File: config.mk
export PLATFORM = sky130hd
export DESIGN_NAME = spi_slave_rx
export DESIGN_NICKNAME = d
export VERILOG_FILES = /design/src/rtl/spi_slave_rx.sv
export SDC_FILE = /design/constraint.sdc
export NUM_CORES = 1
export LEC_CHECK = 0
export ABC_AREA = 1
export BUFFER_PORTS_ARGS = -buffer_cell sky130_fd_sc_hd__buf_4
export CORE_UTILIZATION = 44
export CTS_BUF_LIST = sky130_fd_sc_hd__clkbuf_4 sky130_fd_sc_hd__clkbuf_8 sky130_fd_sc_hd__clkbuf_16
export DETAILED_ROUTE_END_ITERATION = 10
export MAX_ROUTING_LAYER = met4
export PLACE_DENSITY = 0.66
export SYNTH_ARGS = -nofsm -noshare
export SYNTH_HDL_FRONTEND = slang
export SYNTH_SLANG_ARGS = --single-unit
File: constraint.sdc
create_clock -name clk -period 1.3 [get_ports clk]
set_input_delay 0.195 -clock clk [delete_from_list [all_inputs] [get_ports clk]]
set_output_delay 0.195 -clock clk [all_outputs]
set_load 0.05 [all_outputs]
File: src/rtl/spi_slave_rx.sv
// SPI slave receiver: oversamples SCLK/CS_n/MOSI in the clk domain and deserialises
// MSB-first {address, data} frames into a one-deep valid/ready holding register.
module spi_slave_rx #(
    parameter int ADDR_BITS   = 8,
    parameter int DATA_BITS   = 32,
    parameter int SYNC_STAGES = 2
) (
    input  logic                 clk,
    input  logic                 reset_n,
    input  logic                 spi_sclk,
    input  logic                 spi_cs_n,
    input  logic                 spi_data,
    output logic                 out_valid,
    input  logic                 out_ready,
    output logic [ADDR_BITS-1:0] out_addr,
    output logic [DATA_BITS-1:0] out_data,
    output logic                 busy,
    output logic                 frame_err,
    output logic                 overrun,
    output logic [7:0]           err_count
);

    localparam int FRAME_BITS = ADDR_BITS + DATA_BITS;
    localparam int CNT_W      = $clog2(FRAME_BITS + 1);
    localparam logic [CNT_W-1:0] FRAME_CNT = CNT_W'(FRAME_BITS);

    typedef enum logic {IDLE, SHIFT} state_t;

    function automatic logic [7:0] sat_inc(input logic [7:0] cnt);
        return (cnt == 8'hFF) ? cnt : cnt + 8'd1;
    endfunction

    logic [SYNC_STAGES-1:0] sclk_sync, cs_sync, mosi_sync;
    logic                   sclk_q, cs_q;
    logic                   sclk_rise_p1, cs_fall_p1, cs_rise_p1, mosi_p1;

    state_t                 state;
    logic [CNT_W-1:0]       bit_cnt;
    logic                   long_flag;
    logic [FRAME_BITS-1:0]  shreg;

    logic frame_end, frame_good, frame_bad, pop, drop;

    // Stage p0: synchronisers. CS_n resets low so a select already active at
    // reset release is not mistaken for a fresh falling edge.
    always_ff @(posedge clk or negedge reset_n) begin
        if (!reset_n) begin
            sclk_sync <= '0;
            cs_sync   <= '0;
            mosi_sync <= '0;
        end else begin
            sclk_sync <= {sclk_sync[SYNC_STAGES-2:0], spi_sclk};
            cs_sync   <= {cs_sync[SYNC_STAGES-2:0], spi_cs_n};
            mosi_sync <= {mosi_sync[SYNC_STAGES-2:0], spi_data};
        end
    end

    // Stage p1: registered edge pulses, with MOSI delayed to stay aligned to SCLK rise
    always_ff @(posedge clk or negedge reset_n) begin
        if (!reset_n) begin
            sclk_q       <= 1'b0;
            cs_q         <= 1'b0;
            sclk_rise_p1 <= 1'b0;
            cs_fall_p1   <= 1'b0;
            cs_rise_p1   <= 1'b0;
            mosi_p1      <= 1'b0;
        end else begin
            sclk_q       <= sclk_sync[SYNC_STAGES-1];
            cs_q         <= cs_sync[SYNC_STAGES-1];
            sclk_rise_p1 <= sclk_sync[SYNC_STAGES-1] & ~sclk_q;
            cs_fall_p1   <= ~cs_sync[SYNC_STAGES-1] & cs_q;
            cs_rise_p1   <= cs_sync[SYNC_STAGES-1] & ~cs_q;
            mosi_p1      <= mosi_sync[SYNC_STAGES-1];
        end
    end

    assign frame_end  = (state == SHIFT) && cs_rise_p1;
    assign frame_good = frame_end && (bit_cnt == FRAME_CNT) && !long_flag;
    assign frame_bad  = frame_end && !frame_good;
    assign pop        = out_valid && out_ready;
    assign drop       = frame_good && out_valid && !out_ready;
    assign busy       = (state == SHIFT);

    // Stage p2: frame FSM; an SCLK rise coinciding with CS_n rise is discarded
    always_ff @(posedge clk or negedge reset_n) begin
        if (!reset_n) begin
            state     <= IDLE;
            bit_cnt   <= '0;
            long_flag <= 1'b0;
            shreg     <= '0;
        end else begin
            case (state)
                IDLE: begin
                    if (cs_fall_p1) begin
                        state     <= SHIFT;
                        bit_cnt   <= '0;
                        long_flag <= 1'b0;
                    end
                end
                SHIFT: begin
                    if (cs_rise_p1) begin
                        state <= IDLE;
                    end else if (sclk_rise_p1) begin
                        if (bit_cnt < FRAME_CNT) begin
                            shreg   <= {shreg[FRAME_BITS-2:0], mosi_p1};
                            bit_cnt <= bit_cnt + 1'b1;
                        end else begin
                            long_flag <= 1'b1;
                        end
                    end
                end
                default: state <= IDLE;
            endcase
        end
    end

    // Stage p3: holding register and error reporting
    always_ff @(posedge clk or negedge reset_n) begin
        if (!reset_n) begin
            out_valid <= 1'b0;
            out_addr  <= '0;
            out_data  <= '0;
            frame_err <= 1'b0;
            overrun   <= 1'b0;
            err_count <= '0;
        end else begin
            if (frame_good && (!out_valid || out_ready)) begin
                out_valid <= 1'b1;
                out_addr  <= shreg[FRAME_BITS-1:DATA_BITS];
                out_data  <= shreg[DATA_BITS-1:0];
            end else if (pop) begin
                out_valid <= 1'b0;
            end
            frame_err <= frame_bad;
            overrun   <= drop;
            if (frame_bad || drop)
                err_count <= sat_inc(err_count);
        end
    end

endmodule

==> results.yml <==
pwr:
  cellPowerDensity_nw_per_um2: 1270
  p_leak_nw: 2.93
  p_sw_mw: 2.37
  p_comb_share_pct: 20.3
  switching_share_pct: 30.2
  p_int_mw: 5.47
  vdd.ir_drop.worst_mv: 0.715
  pwr-share-seq_pct: 49.9
  power.total_mw: 7.84
  clkPwrFrac_pct: 29.7
place:
  placed_cell_area_um2: 5320
  place_ws_ns: -0.134
  gp_congestion: 0.804
  port_buffers: 57
  dp_hpwl_mm: 5.68
route:
  wl_mm: 9.32
  vias: 3357
  drc: 0
  via_per_inst: 4.80
  avgRoutedWirePerCell_um: 13.3
  drt_iter0_markers: 159
  ant_nets: 0
  firstDrtPassIters: 4
grt:
  grt_pass1_vias: 3241
  grt_usage_pct: 17.9
  grt_pass1_wl_mm: 15.3
  grt_max_degree: 49
  overflow: 0
  antenna_found_initial: 0
setup_path:
  worst-path-max-fanout: 38
  critPathLaunchType: "flop"
  worstPathArrival_ns: 1.69
  crit_path_top_delay_cell: "dfrtp_1"
  critPathRequiredTime_ns: 1.55
  setup.worst_path.class: "flop to flop"
  rr_endpoint: "out_data[15]"
  timing.rr.start: "bit_cnt[0]"
  crit_path_end_kind: "flop"
  slowest_delay_ns: 0.40
  reg2reg_slack_ns: -0.13
  worstRegToRegCells: 8
  path_cells: "inv_2 > ha_4 > nand2_4 > nor2_4 > nand3_4 > buf_12 > nand2_1 > o21ai_2"
floorplanning:
  rows: 36
  core_um2: 9950
  start_util_pct: 46.3
  io-pin-count: 58
  fp.dieW_um: 104
  dieHeight_um: 104
  dieArea_um2: 10900
cells_and_area:
  layout_common_cells: "102 x dfrtp_1, 91 x nand2_1, 74 x buf_4"
  diodes: 0
  multi_input_area_um2: 1740
  drive_gt1_share_pct: 41.2
  fin_area_um2: 6150
  nets: 570
  area_delta_synth_final_pct: 33.6
  layout_commonest_cell: "dfrtp_1"
  regArea_um2: 2790
  fill_cells: 821
  post-route-util_pct: 61.8
clocking:
  clk_pin_slew_ns: 0.10
  cts_max_level: 3
  cts_tree: "done"
  insertion_delay_ns: 0.36
  clock_sinks: 111
  cts_buffers: 9
  cts.path.max_buffers: 2
  root_buffer: "clkbuf_8"
run_status:
  violations: "negative setup slack"
  status: "complete, but fails checks"
synth:
  synth_cell_type_count: 24
  synth_seq_area_share_pct: 60.3
  syn_inst: 466
  syn_nets: 475
  synth_area_per_cell_um2: 9.89
  syn_area_um2: 4610
  ys_warn_count: 0
  ys_ff_latch: 111
hold_path:
  hold_depth: 4
  min_path_type: "primary input to flop"
  hold_end: "out_valid"
  min-delay-start: "out_ready"
sta:
  layout_min_cycle_time_ns: 1.43
  fmax_mhz: 697
  whs_ns: 0.172
  slew_headroom_pct: 82.7
  tightest_slew_ns: 0.260
  hold_violations: 0
  finalWorstSetupSlack_ns: -0.135
  setup_viol: 88
  maxSlewViolCount: 0
  fin_skew_ns: 0.00915
  post-route-period-util_pct: 110
  grt_setup_unrepaired: "yes"
run:
  maxCapViolCount: 0
flip-flops by register name, indices dropped and copies added, names as in the netlist, 2 cells and up:
signal,count
shreg,40
out_data,32
err_count,8
out_addr,8
bit_cnt,6
cs_sync,2
mosi_sync,2
sclk_sync,2
how the worst max path moves through the flow:
stage                from           end  slack, ns  depth (start not counted)
2_1_floorplan        busy   out_addr[0]      -0.12                          7
3_3_place_gp   bit_cnt[0]  err_count[2]      -0.11                          9
3_5_place_dp   bit_cnt[0]  err_count[4]      -0.13                          9
4_1_cts        bit_cnt[3]     shreg[37]      -0.15                          5
5_1_grt        bit_cnt[4]  err_count[3]      -0.21                          9
6_report       bit_cnt[0]  out_data[15]      -0.13                          8
power by group through the flow:
stage,sequential (mW),clock (mW),combinational [mW]
6_report,3.91,2.33,1.60
3_5_place_dp,3.94,0,1.23
2_1_floorplan,4.15,0,0.558
3_3_place_gp,3.93,0,1.21
4_1_cts,3.88,2.37,1.40
5_1_grt,3.94,2.53,1.76
critical path: cells and delay by family, from the launching register on:
kind | cells | cell delay [ns]
AOI/OAI and AO/OA | 1 | 0.05
and+or+nand+nor | 4 | 0.43
adders and majority gates | 1 | 0.14
buffers and inverters | 2 | 0.28
DFF | 1 | 0.40
synthesized netlist by cell type:
library cell	number	share of area (%)
a21oi_1	3	0.33
buf_2	3	0.33
buf_4	1	0.16
buf_6	8	2.0
clkbuf_1	5	0.41
dfrtp_1	111	60
ha_1	3	0.81
inv_1	69	5.6
nand2_1	127	10
nand2_2	3	0.41
nand2_4	2	0.49
nand3_1	18	2.0
nand3_2	2	0.43
nand3_4	1	0.38
nand4_1	3	0.41
nand4_2	1	0.27
nor2_1	10	0.81
nor2_4	3	0.73
nor3_1	1	0.11
o21ai_0	41	4.5
o21ai_1	4	0.43
o21ai_2	41	7.8
or2_2	1	0.14
xor2_1	5	0.95
what timing repair did:
item,in CTS,in global routing
hold endpoints to repair,114,0
hold buffers,4,0
buffers inserted,6,7
endpoints found under the setup margin,89,95
resized for setup,30,91
cloned,3,5
pin swaps,5,11
routing by layer:
metal,up-vias,global-route usage (%),wire length [um]
met5,-,-,0
met4,0,5.51,107
met2,61,28.9,4660
li1,1652,-,-
met3,12,3.01,270
met1,1632,23.2,4290
kinds of logic after synthesis:
kind of cell | Yosys count | synth area share [%]
buffers and inverters | 86 | 8.47
AOI/OAI and AO/OA | 89 | 13.0
xor gates and xnor gates | 5 | 0.950
DFF | 111 | 60.3
adders and majority gates | 3 | 0.815
and+or+nand+nor | 172 | 16.5
cell type report:
cell class,instances,area share (%)
well taps,133,2.70
repair buffers,99,15.8
clock inverters,7,1.71
inverters,69,4.21
clock buffers,9,2.01
flip-flops and latches,111,45.3
multi-input cells,271,28.3
per-stage QoR:
| step | setup TNS [ns] | cells |
|---|---|---|
| after floorplan | -5.65 | 466 |
| after global placement | -4.46 | 659 |
| after detailed placement | -5.48 | 659 |
| after CTS | -8.47 | 688 |
| after global routing | -14.25 | 699 |
| final | -7.81 | 699 |
Power figures use the tool's default switching activity.
